[src/rtl/dcache_controller_pkg.sv]
// Shared types and constants for the direct-mapped data cache.
// Address split is {tag, index, offset}, with one 32-bit block per index.
// Holds the FSM state encoding, the CPU access kinds and a byte-lane helper.
package dcache_controller_pkg;

  localparam int ADDR_W      = 8;
  localparam int INDEX_BITS  = 3;
  localparam int OFFSET_BITS = 2;
  localparam int TAG_BITS    = ADDR_W - INDEX_BITS - OFFSET_BITS;
  localparam int NUM_BLOCKS  = 1 << INDEX_BITS;
  localparam int BLOCK_W     = 32;
  localparam int MEM_ADDR_W  = ADDR_W - OFFSET_BITS;

  typedef enum logic [1:0] {
    IDLE      = 2'd0,
    WRITEBACK = 2'd1,
    FETCH     = 2'd2,
    ALLOCATE  = 2'd3
  } state_t;

  // CPU access kinds as seen by the cache (store wins if both strobes are high)
  typedef enum logic [1:0] {
    ACC_NONE  = 2'd0,
    ACC_LOAD  = 2'd1,
    ACC_STORE = 2'd2
  } cpu_op_t;

  // Byte lane of a block: offset 0 is bits [7:0], offset 3 is bits [31:24]
  function automatic logic [7:0] byte_sel(input logic [BLOCK_W-1:0] blk,
                                          input logic [OFFSET_BITS-1:0] off);
    return blk[{off, 3'b000} +: 8];
  endfunction

endpackage

[src/rtl/dcache_controller_if.sv]
// CPU-side and memory-side bus of the data cache.
// master = cache controller view, slave = CPU/memory environment view.
// Signal names follow the CPU/memory contract directly.
interface dcache_controller_if;
  import dcache_controller_pkg::*;

  logic                  READ;
  logic                  WRITE;
  logic [ADDR_W-1:0]     ADDRESS;
  logic [7:0]            WRITEDATA;
  logic [7:0]            READDATA;
  logic                  BUSYWAIT;
  logic                  MEM_READ;
  logic                  MEM_WRITE;
  logic [MEM_ADDR_W-1:0] MEM_ADDRESS;
  logic [BLOCK_W-1:0]    MEM_WRITEDATA;
  logic [BLOCK_W-1:0]    MEM_READDATA;
  logic                  MEM_BUSYWAIT;

  modport master (
    input  READ, WRITE, ADDRESS, WRITEDATA, MEM_READDATA, MEM_BUSYWAIT,
    output READDATA, BUSYWAIT, MEM_READ, MEM_WRITE, MEM_ADDRESS, MEM_WRITEDATA
  );

  modport slave (
    output READ, WRITE, ADDRESS, WRITEDATA, MEM_READDATA, MEM_BUSYWAIT,
    input  READDATA, BUSYWAIT, MEM_READ, MEM_WRITE, MEM_ADDRESS, MEM_WRITEDATA
  );

endinterface

[src/rtl/dcache_array.sv]
// Tag/valid/dirty/block storage for the direct-mapped cache.
// Reads are combinational on idx; writes land on the clock edge.
// valid/dirty clear asynchronously on reset; tags and data are left as-is.
module dcache_array
  import dcache_controller_pkg::*;
(
  input  logic                   CLK,
  input  logic                   RESET,
  input  logic [INDEX_BITS-1:0]  idx,
  output logic [TAG_BITS-1:0]    tag_out,
  output logic                   valid_out,
  output logic                   dirty_out,
  output logic [BLOCK_W-1:0]     block_out,
  input  logic                   wr_byte_en,
  input  logic [OFFSET_BITS-1:0] wr_off,
  input  logic [7:0]             wr_byte,
  input  logic                   fill_en,
  input  logic [TAG_BITS-1:0]    fill_tag,
  input  logic [BLOCK_W-1:0]     fill_data
);

  logic [NUM_BLOCKS-1:0] valid;
  logic [NUM_BLOCKS-1:0] dirty;
  logic [TAG_BITS-1:0]   tags   [0:NUM_BLOCKS-1];
  logic [BLOCK_W-1:0]    blocks [0:NUM_BLOCKS-1];

  assign tag_out   = tags[idx];
  assign valid_out = valid[idx];
  assign dirty_out = dirty[idx];
  assign block_out = blocks[idx];

  // Line state: a fill makes the line valid and clean, a byte store dirties it
  always_ff @(posedge CLK or negedge RESET) begin
    if (!RESET) begin
      valid <= '0;
      dirty <= '0;
    end else if (fill_en) begin
      valid[idx] <= 1'b1;
      dirty[idx] <= 1'b0;
    end else if (wr_byte_en) begin
      dirty[idx] <= 1'b1;
    end
  end

  // Tag and data storage: whole-block fill or single-byte store
  always_ff @(posedge CLK) begin
    if (fill_en) begin
      blocks[idx] <= fill_data;
      tags[idx]   <= fill_tag;
    end else if (wr_byte_en) begin
      blocks[idx][{wr_off, 3'b000} +: 8] <= wr_byte;
    end
  end

endmodule

[src/rtl/dcache_controller.sv]
// Direct-mapped write-back, write-allocate data cache controller.
// Hits are zero-stall; a miss stalls for mem latency + 2 (clean) or 2x + 2 (dirty).
// BUSYWAIT holds the CPU during misses; MEM_BUSYWAIT stretches each memory phase.
module dcache_controller
  import dcache_controller_pkg::*;
(
  input  logic CLK,
  input  logic RESET,
  dcache_controller_if.master bus
);

  state_t                  state;
  logic                    mem_read;
  logic                    mem_write;
  logic [MEM_ADDR_W-1:0]   mem_addr;
  logic [BLOCK_W-1:0]      mem_wdata;
  logic [BLOCK_W-1:0]      fill_q;
  logic [7:0]              readdata_q;

  logic [TAG_BITS-1:0]     addr_tag;
  logic [INDEX_BITS-1:0]   addr_idx;
  logic [OFFSET_BITS-1:0]  addr_off;
  logic [TAG_BITS-1:0]     line_tag;
  logic                    line_valid;
  logic                    line_dirty;
  logic [BLOCK_W-1:0]      line_block;
  cpu_op_t                 op;
  logic                    in_idle;
  logic                    hit;
  logic                    load_hit;
  logic                    store_hit;
  logic                    miss;

  assign addr_tag = bus.ADDRESS[ADDR_W-1 -: TAG_BITS];
  assign addr_idx = bus.ADDRESS[OFFSET_BITS +: INDEX_BITS];
  assign addr_off = bus.ADDRESS[OFFSET_BITS-1:0];

  assign op = bus.WRITE ? ACC_STORE : (bus.READ ? ACC_LOAD : ACC_NONE);

  assign in_idle   = (state == IDLE);
  assign hit       = line_valid && (line_tag == addr_tag);
  assign load_hit  = in_idle && (op == ACC_LOAD) && hit;
  assign store_hit = in_idle && (op == ACC_STORE) && hit;
  assign miss      = in_idle && (op != ACC_NONE) && !hit;

  // Stall and load data are combinational so hits cost no cycles; forced low in reset
  assign bus.BUSYWAIT      = RESET && (!in_idle || ((op != ACC_NONE) && !hit));
  assign bus.READDATA      = (RESET && load_hit) ? byte_sel(line_block, addr_off) : readdata_q;
  assign bus.MEM_READ      = mem_read;
  assign bus.MEM_WRITE     = mem_write;
  assign bus.MEM_ADDRESS   = mem_addr;
  assign bus.MEM_WRITEDATA = mem_wdata;

  dcache_array u_array (
    .CLK        (CLK),
    .RESET      (RESET),
    .idx        (addr_idx),
    .tag_out    (line_tag),
    .valid_out  (line_valid),
    .dirty_out  (line_dirty),
    .block_out  (line_block),
    .wr_byte_en (store_hit),
    .wr_off     (addr_off),
    .wr_byte    (bus.WRITEDATA),
    .fill_en    (state == ALLOCATE),
    .fill_tag   (addr_tag),
    .fill_data  (fill_q)
  );

  // Miss sequencer: optional victim write-back, block fetch, then one-cycle allocate
  always_ff @(posedge CLK or negedge RESET) begin
    if (!RESET) begin
      state      <= IDLE;
      mem_read   <= 1'b0;
      mem_write  <= 1'b0;
      mem_addr   <= '0;
      mem_wdata  <= '0;
      fill_q     <= '0;
      readdata_q <= '0;
    end else begin
      case (state)
        IDLE: begin
          if (load_hit) readdata_q <= byte_sel(line_block, addr_off);
          if (miss) begin
            if (line_valid && line_dirty) begin
              state     <= WRITEBACK;
              mem_write <= 1'b1;
              mem_addr  <= {line_tag, addr_idx};
              mem_wdata <= line_block;
            end else begin
              state    <= FETCH;
              mem_read <= 1'b1;
              mem_addr <= {addr_tag, addr_idx};
            end
          end
        end
        WRITEBACK: begin
          if (!bus.MEM_BUSYWAIT) begin
            state     <= FETCH;
            mem_write <= 1'b0;
            mem_read  <= 1'b1;
            mem_addr  <= {addr_tag, addr_idx};
          end
        end
        FETCH: begin
          if (!bus.MEM_BUSYWAIT) begin
            state    <= ALLOCATE;
            mem_read <= 1'b0;
            fill_q   <= bus.MEM_READDATA;
          end
        end
        ALLOCATE: begin
          state <= IDLE;
        end
        default: begin
          state <= IDLE;
        end
      endcase
    end
  end

endmodule

[src/flat_wrapper.sv]
// flat-port wrapper written by rule: the top's interface ports become plain ports
module dcache_controller_flat import dcache_controller_pkg::*;
  (CLK, RESET, bus_READ, bus_WRITE, bus_ADDRESS, bus_WRITEDATA, bus_MEM_READDATA, bus_MEM_BUSYWAIT, bus_READDATA, bus_BUSYWAIT, bus_MEM_READ, bus_MEM_WRITE, bus_MEM_ADDRESS, bus_MEM_WRITEDATA);
  dcache_controller_if bus_i ();
  input  logic CLK;
  input  logic RESET;
  input wire logic [$bits(bus_i.READ)-1:0] bus_READ;
  input wire logic [$bits(bus_i.WRITE)-1:0] bus_WRITE;
  input wire logic [$bits(bus_i.ADDRESS)-1:0] bus_ADDRESS;
  input wire logic [$bits(bus_i.WRITEDATA)-1:0] bus_WRITEDATA;
  input wire logic [$bits(bus_i.MEM_READDATA)-1:0] bus_MEM_READDATA;
  input wire logic [$bits(bus_i.MEM_BUSYWAIT)-1:0] bus_MEM_BUSYWAIT;
  output wire logic [$bits(bus_i.READDATA)-1:0] bus_READDATA;
  output wire logic [$bits(bus_i.BUSYWAIT)-1:0] bus_BUSYWAIT;
  output wire logic [$bits(bus_i.MEM_READ)-1:0] bus_MEM_READ;
  output wire logic [$bits(bus_i.MEM_WRITE)-1:0] bus_MEM_WRITE;
  output wire logic [$bits(bus_i.MEM_ADDRESS)-1:0] bus_MEM_ADDRESS;
  output wire logic [$bits(bus_i.MEM_WRITEDATA)-1:0] bus_MEM_WRITEDATA;
  assign bus_i.READ = bus_READ;
  assign bus_i.WRITE = bus_WRITE;
  assign bus_i.ADDRESS = bus_ADDRESS;
  assign bus_i.WRITEDATA = bus_WRITEDATA;
  assign bus_i.MEM_READDATA = bus_MEM_READDATA;
  assign bus_i.MEM_BUSYWAIT = bus_MEM_BUSYWAIT;
  assign bus_READDATA = bus_i.READDATA;
  assign bus_BUSYWAIT = bus_i.BUSYWAIT;
  assign bus_MEM_READ = bus_i.MEM_READ;
  assign bus_MEM_WRITE = bus_i.MEM_WRITE;
  assign bus_MEM_ADDRESS = bus_i.MEM_ADDRESS;
  assign bus_MEM_WRITEDATA = bus_i.MEM_WRITEDATA;
  dcache_controller u_core (.CLK(CLK), .RESET(RESET), .bus(bus_i));
endmodule
[config.mk]
export PLATFORM = sky130hd
export DESIGN_NAME = dcache_controller_flat
export DESIGN_NICKNAME = d
export VERILOG_FILES = /design/src/rtl/dcache_controller_pkg.sv /design/src/rtl/dcache_controller_if.sv /design/src/rtl/dcache_array.sv /design/src/rtl/dcache_controller.sv /design/src/flat_wrapper.sv
export SDC_FILE = /design/constraint.sdc
export NUM_CORES = 1
export LEC_CHECK = 0
export CAP_MARGIN = 20
export CORE_MARGIN = 5
export CORE_UTILIZATION = 45
export DETAILED_ROUTE_END_ITERATION = 6
export PLACE_DENSITY = 0.68
export SYNTH_ARGS = -nofsm -noshare
export SYNTH_HDL_FRONTEND = slang
export SYNTH_SLANG_ARGS = --single-unit
[constraint.sdc]
create_clock -name CLK -period 4.2 [get_ports CLK]
set_input_delay 0.84 -clock CLK [delete_from_list [all_inputs] [get_ports CLK]]
set_output_delay 0.84 -clock CLK [all_outputs]
set_load 0.01 [all_outputs]
==> impl_metrics.tcl, run 1 <==
set metrics [dict create \
    cp_max_fo 10 \
    synth_area_per_cell_um2 15.5 \
    dieArea_um2 39400 \
    comb_power_share 0.246 \
    grt_pass1_wl_um 65200 \
    seq_area_frac_synth 0.679 \
    start_kind "primary input" \
    regToRegStartpoint "u_core.u_array.tags[1][0]" \
    first_global_vias 10535 \
    leakagePower_nw 7.73 \
    wl_um 43500 \
    ys_warn_count 0 \
    antenna_found_initial 0 \
    hold_slack_ns 0.410 \
    cts_tree "built" \
    p_per_area_nw_per_um2 580 \
    core_um2 35300 \
    p_int_mw 8.54 \
    fin_crit_ns 4.08 \
    netlist_instances 1030 \
    hpwl_um 31100 \
    grt_util_all_layers 0.220 \
    rows 69 \
    ys_types 63 \
    final_area_um2 20400 \
    clockBufferDepth 3 \
    min_path_type "primary input to asynchronous set/reset pin" \
    finalSetupViolCount 0 \
    clkPwrFrac 0.306 \
    crit_arrival_ns 3.24 \
    criticalPathCategory "primary input to primary output" \
    via_per_inst 5.74 \
    nets 1371 \
    drive_gt1_frac 0.317 \
    synth_edf_count 280 \
    die_h_um 199 \
    io_pins 102 \
    switching_share 0.280 \
    fmaxAchievable_ghz 0.245 \
    worstReg2RegEnd "u_core.u_array.blocks[0][16]" \
    portBuffers 101 \
    ir_drop_uv 385 \
    floorplan.initialDensity 0.453 \
    rsz0062_at_grt "no" \
    clock_latency_ns 0.54 \
    pwr-share-seq 0.448 \
    ys.flop_type "edfxtp_1" \
    grt_overflow 0 \
    drtIter0Drc 1035 \
    r2r_slack_ns 1.13 \
    drv_cap 0 \
    end_kind "primary output" \
    maxSlewViolCount 0 \
    numCtsBuffers 40 \
    gp_congestion 0.932 \
    cts.sinks 378 \
    cts_root_buf "clkbuf_16" \
    cts.htree.levels 2 \
    first_pass_iters 5 \
    p_sw_mw 3.32 \
    ys_ff_latch 378 \
    drc 0 \
    finalCritPeriodShare 0.970 \
    layout_commonest_cell "edfxtp_1" \
    most-common-layout-cells "edfxtp_1 (280), buf_4 (170), dfrtp_1 (98)" \
    areaGrowthSynthToFinish_pct 27.8 \
    ant_nets 0 \
    outcome "completed" \
    worstRegToRegCells 7 \
    wire_per_inst_um 24.1 \
    placed_area_um2 18800 \
    hold_viol_final 0 \
    vias 10350 \
    slew-limit-headroom 0.201 \
    synth_area_um2 16000 \
    grt_max_degree 53 \
    syn-num-nets 1092 \
    fin_worst_skew_ns 0.0218 \
    cp.required_ns 3.36 \
    tightest_slew_ns 1.19 \
    async_flop_share 0.259 \
    num_antenna_cells 0 \
    die_w_um 199 \
    clk_pin_slew_ns 0.06 \
]
cells in the mapped netlist, drive strengths merged (14+ instances only):
library cell,instances,area share
a21oi,14,0.0044
mux2i,48,0.030
o31ai,24,0.011
mux4,37,0.052
mux2,100,0.072
nor2,55,0.013
nand2,87,0.020
a221oi,21,0.013
o21ai,43,0.013
dfrtp,98,0.15
edfxtp,280,0.53
a22oi,14,0.0066
clkbuf,22,0.0052
inv,31,0.0073
buf,34,0.014
area by class of cell:
type	count	area [um2]
fillers	2709	14900
flip-flops and latches	378	10900
multi-input cells	563	4820
repair buffers	293	2700
clock buffers	47	1040
well taps	461	577
clock inverters	27	327
inverters	33	124
repair_timing:
action                                  CTS  global route
hold buffers                              0             0
pin swaps                                 0             2
setup buffers                             0             5
cloned                                    1             1
gates resized for setup                  19            23
endpoints found under the setup margin    9             6
metrics by stage:
| step | setup slack, ns | total power, mW | cells | utilization | setup TNS, ns |
|---|---|---|---|---|---|
| detailed placement | -0.501 | 8.24 | 1716 | 0.533 | -2.25 |
| finish | 0.125 | 11.9 | 1802 | 0.579 | 0 |
| floorplan | 0.423 | 6.80 | 1030 | - | 0 |
| global placement | -0.450 | 8.13 | 1716 | 0.533 | -1.73 |
| global route | 0.0256 | 12.4 | 1802 | 0.579 | 0 |
| CTS | 0.0130 | 11.9 | 1791 | 0.574 | 0 |
kinds of logic after synthesis:
family	share of synthesized area
flops	0.679
simple gates	0.0535
mux	0.154
compound gates	0.0793
buf+inv	0.0267
fa+ha+maj	0.00704
xor+xnor	0.00102
metal layers:
| layer | share of wire | track usage |
|---|---|---|
| met4 | 0.024 | 0.0605 |
| met1 | 0.41 | 0.305 |
| met5 | 0 | 0 |
| met2 | 0.46 | 0.346 |
| met3 | 0.11 | 0.0628 |
power by group through the flow:
stage          registers [mW]  logic [mW]  clock network, mW
2_1_floorplan            5.37        1.43                  0
3_3_place_gp             5.36        2.77                  0
3_5_place_dp             5.38        2.85                  0
4_1_cts                  5.31        2.88               3.69
5_1_grt                  5.38        3.15               3.85
6_report                 5.31        2.92               3.63
worst max-delay path, stage by stage:
cell	delay [ns]
buf_6	0.14
buf_4	0.15
mux2i_1	0.23
a211oi_2	0.12
buf_4	0.15
o31a_1	0.25
o221a_2	0.31
buf_4	0.19
a21oi_2	0.16
o21a_1	0.15
clkdlybuf4s50_1	0.55
sequential cells by signal, indices dropped and copies added (netlist names), named ones only:
name and count:
u_core.bus.MEM_ADDRESS 6, u_core.bus.MEM_READ 1, u_core.bus.MEM_WRITE 1, u_core.bus.MEM_WRITEDATA 32, u_core.fill_q 32, u_core.readdata_q 8
u_core.state 2, u_core.u_array.blocks 256, u_core.u_array.tags 24, u_core.u_array.valid 8
how the worst max path moves through the flow:
stage / to / slack, ns / start
detailed placement: bus_READDATA[2] / -0.50 / bus_ADDRESS[2]
global placement: bus_READDATA[2] / -0.45 / bus_ADDRESS[2]
floorplan: bus_READDATA[1] / 0.42 / bus_ADDRESS[3]
CTS: bus_READDATA[7] / 0.01 / bus_ADDRESS[2]
global route: bus_BUSYWAIT / 0.03 / bus_ADDRESS[4]
finish: bus_BUSYWAIT / 0.12 / bus_ADDRESS[4]
Power figures use the tool's default switching activity.
==> run 2: changes to the inputs <==
- HOLD_SLACK_MARGIN: default -> 0.1
==> results of run 2 <==
Same layout as run 1: the final DEF is identical, and so are final timing and power.
==> run 3: changes to the inputs <==
- CTS_CLUSTER_SIZE: default -> 24
- GPL_ROUTABILITY_DRIVEN: default -> 0
==> impl_metrics.tcl, run 3 (synthesized netlist as in run 1, its figures left out) <==
set metrics [dict create \
    final_util 0.580 \
    die_w_um 199 \
    maxSlewViolCount 0 \
    layout_commonest_cell "edfxtp_1" \
    crit_chain "buf_6 > bufbuf_16 > mux2i_2 > nor2_1 > a21oi_1 > o21ai_0 > buf_4 > mux4_2 > mux2_4 > clkdlybuf4s50_1" \
    totalNegativeSetupSlack_ns 0 \
    p_per_area_nw_per_um2 574 \
    placed_area_um2 18800 \
    final_cell_count_no_fill 1806 \
    crit_path_max_incr_delay_ns 0.48 \
    numCtsBuffers 40 \
    drive_gt1_frac 0.318 \
    fmaxAchievable_ghz 0.239 \
    fill_cells 2690 \
    cts_tree "built" \
    end_kind "primary output" \
    fin_crit_ns 4.18 \
    floorplan.initialDensity 0.453 \
    tightest_slew_ns 1.13 \
    clockBufferDepth 3 \
    grt_util_all_layers 0.219 \
    grt_overflow 0 \
    cts.htree.levels 2 \
    rows 69 \
    cts_root_buf "clkbuf_16" \
    io_pins 102 \
    core_um2 35300 \
    nets 1376 \
    final_area_um2 20500 \
    dp_cells 1715 \
    die_h_um 199 \
    cp_max_fo 16 \
    drc 0 \
    crit_arrival_ns 3.34 \
    clock_latency_ns 0.53 \
    cts_hold_buf 0 \
    portBuffers 101 \
    drv_cap 0 \
    vias 10352 \
    grt_max_degree 60 \
    largest_reg_flops 256 \
    crit_path_top_delay_cell "mux4_2" \
    min_path_type "primary input to asynchronous set/reset pin" \
    cp.required_ns 3.36 \
    start_kind "primary input" \
    hold_viol_final 0 \
    seq_area_um2 10900 \
    wl_um 43900 \
    areaGrowthSynthToFinish_pct 27.9 \
    fin_worst_skew_ns 0.0117 \
    grt_pass1_wl_um 64700 \
    finalSetupViolCount 0 \
    criticalPathCategory "primary input to primary output" \
    wire_per_inst_um 24.3 \
    dieArea_um2 39400 \
    drtIter0Drc 1107 \
    first_global_vias 10455 \
    ir_drop_uv 431 \
    first_pass_iters 5 \
    outcome "completed" \
    antenna_found_initial 1 \
    clk_pin_slew_ns 0.06 \
    multi_input_area_um2 4850 \
    cts.sinks 378 \
    leakagePower_nw 7.72 \
    slew-limit-headroom 0.237 \
    largest_register "u_core.u_array.blocks" \
    ant_nets 0 \
    via_per_inst 5.73 \
    r2r_slack_ns 1.25 \
    hpwl_um 30500 \
    finalCritPeriodShare 0.995 \
    most-common-layout-cells "edfxtp_1 (280), buf_4 (176), dfrtp_1 (98)" \
]
[run 3: cell types whose count changed in the layout (fill, tap and decap cells not counted), sizes merged, moves of 2 or more]
cell,change
clkdlybuf4s50,+3
dlymetal6s2s,-2
clkinvlp,-4
clkbuf,-2
clkinv,+4
buf,+5
[run 3: layout make-up]
cell class,instances,area share
Clock buffer,46,0.0510
Timing Repair Buffer,298,0.134
Multi-Input combinational cell,563,0.237
Sequential cell,378,0.531
Tap cell,461,0.0282
Antenna cell,1,0.000122
Inverter,33,0.00617
Clock inverter,26,0.0125
[run 3: where the power goes]
| part | total, mW | leakage, nW | internal, mW | switching [mW] |
|---|---|---|---|---|
| logic | 2.94 | 3.38 | 1.38 | 1.56 |
| clock network | 3.51 | 0.630 | 2.09 | 1.41 |
| registers | 5.30 | 3.71 | 5.02 | 0.286 |
[run 3: metrics by stage]
| step | worst slack, ns | hold slack (ns) | power [mW] |
|---|---|---|---|
| global placement | -0.238 | 0.448 | 8.14 |
| global route | -0.0591 | 0.446 | 12.3 |
| finish | 0.0227 | 0.398 | 11.7 |
| detailed placement | -0.257 | 0.454 | 8.23 |
| CTS | 0.00273 | 0.409 | 11.7 |
| floorplan | 0.423 | 0.434 | 6.80 |
[run 3: worst max-delay path, delay by kind of cell]
| family | cells | cell delay, ns |
|---|---|---|
| multiplexers | 3 | 0.98 |
| AND/OR/NAND/NOR | 1 | 0.06 |
| buffers and inverters | 4 | 1.14 |
| AO/OA/AOI/OAI | 2 | 0.29 |
[run 3: final timing paths]
path	depth (start not counted)	startpoint	to
max	10	bus_ADDRESS[4]	bus_READDATA[2]
min	2	RESET	u_core.bus.MEM_ADDRESS[5]
max reg2reg	7	u_core.u_array.tags[0][1]	u_core.u_array.blocks[5][15]
min reg2reg	1	u_core.u_array.valid[1]	u_core.u_array.valid[1]
max in group asynchronous	3	RESET	u_core.fill_q[24]
min in group CLK	1	u_core.u_array.valid[1]	u_core.u_array.valid[1]
[run 3: what timing repair did]
item / CTS / global route
resized for setup: 12 / 31
setup buffers: 2 / 9
pin swaps: 1 / 6
setup endpoints to repair: 9 / 8
gates cloned: 2 / 1
[run 3: routing by layer]
metal / GRT usage / vias up / part of all wire
li1: - / 4541 / -
met1: 0.302 / 5124 / 0.40
met2: 0.340 / 591 / 0.46
met3: 0.0694 / 94 / 0.11
met4: 0.0603 / 2 / 0.027
met5: 0.0136 / - / 0.0017
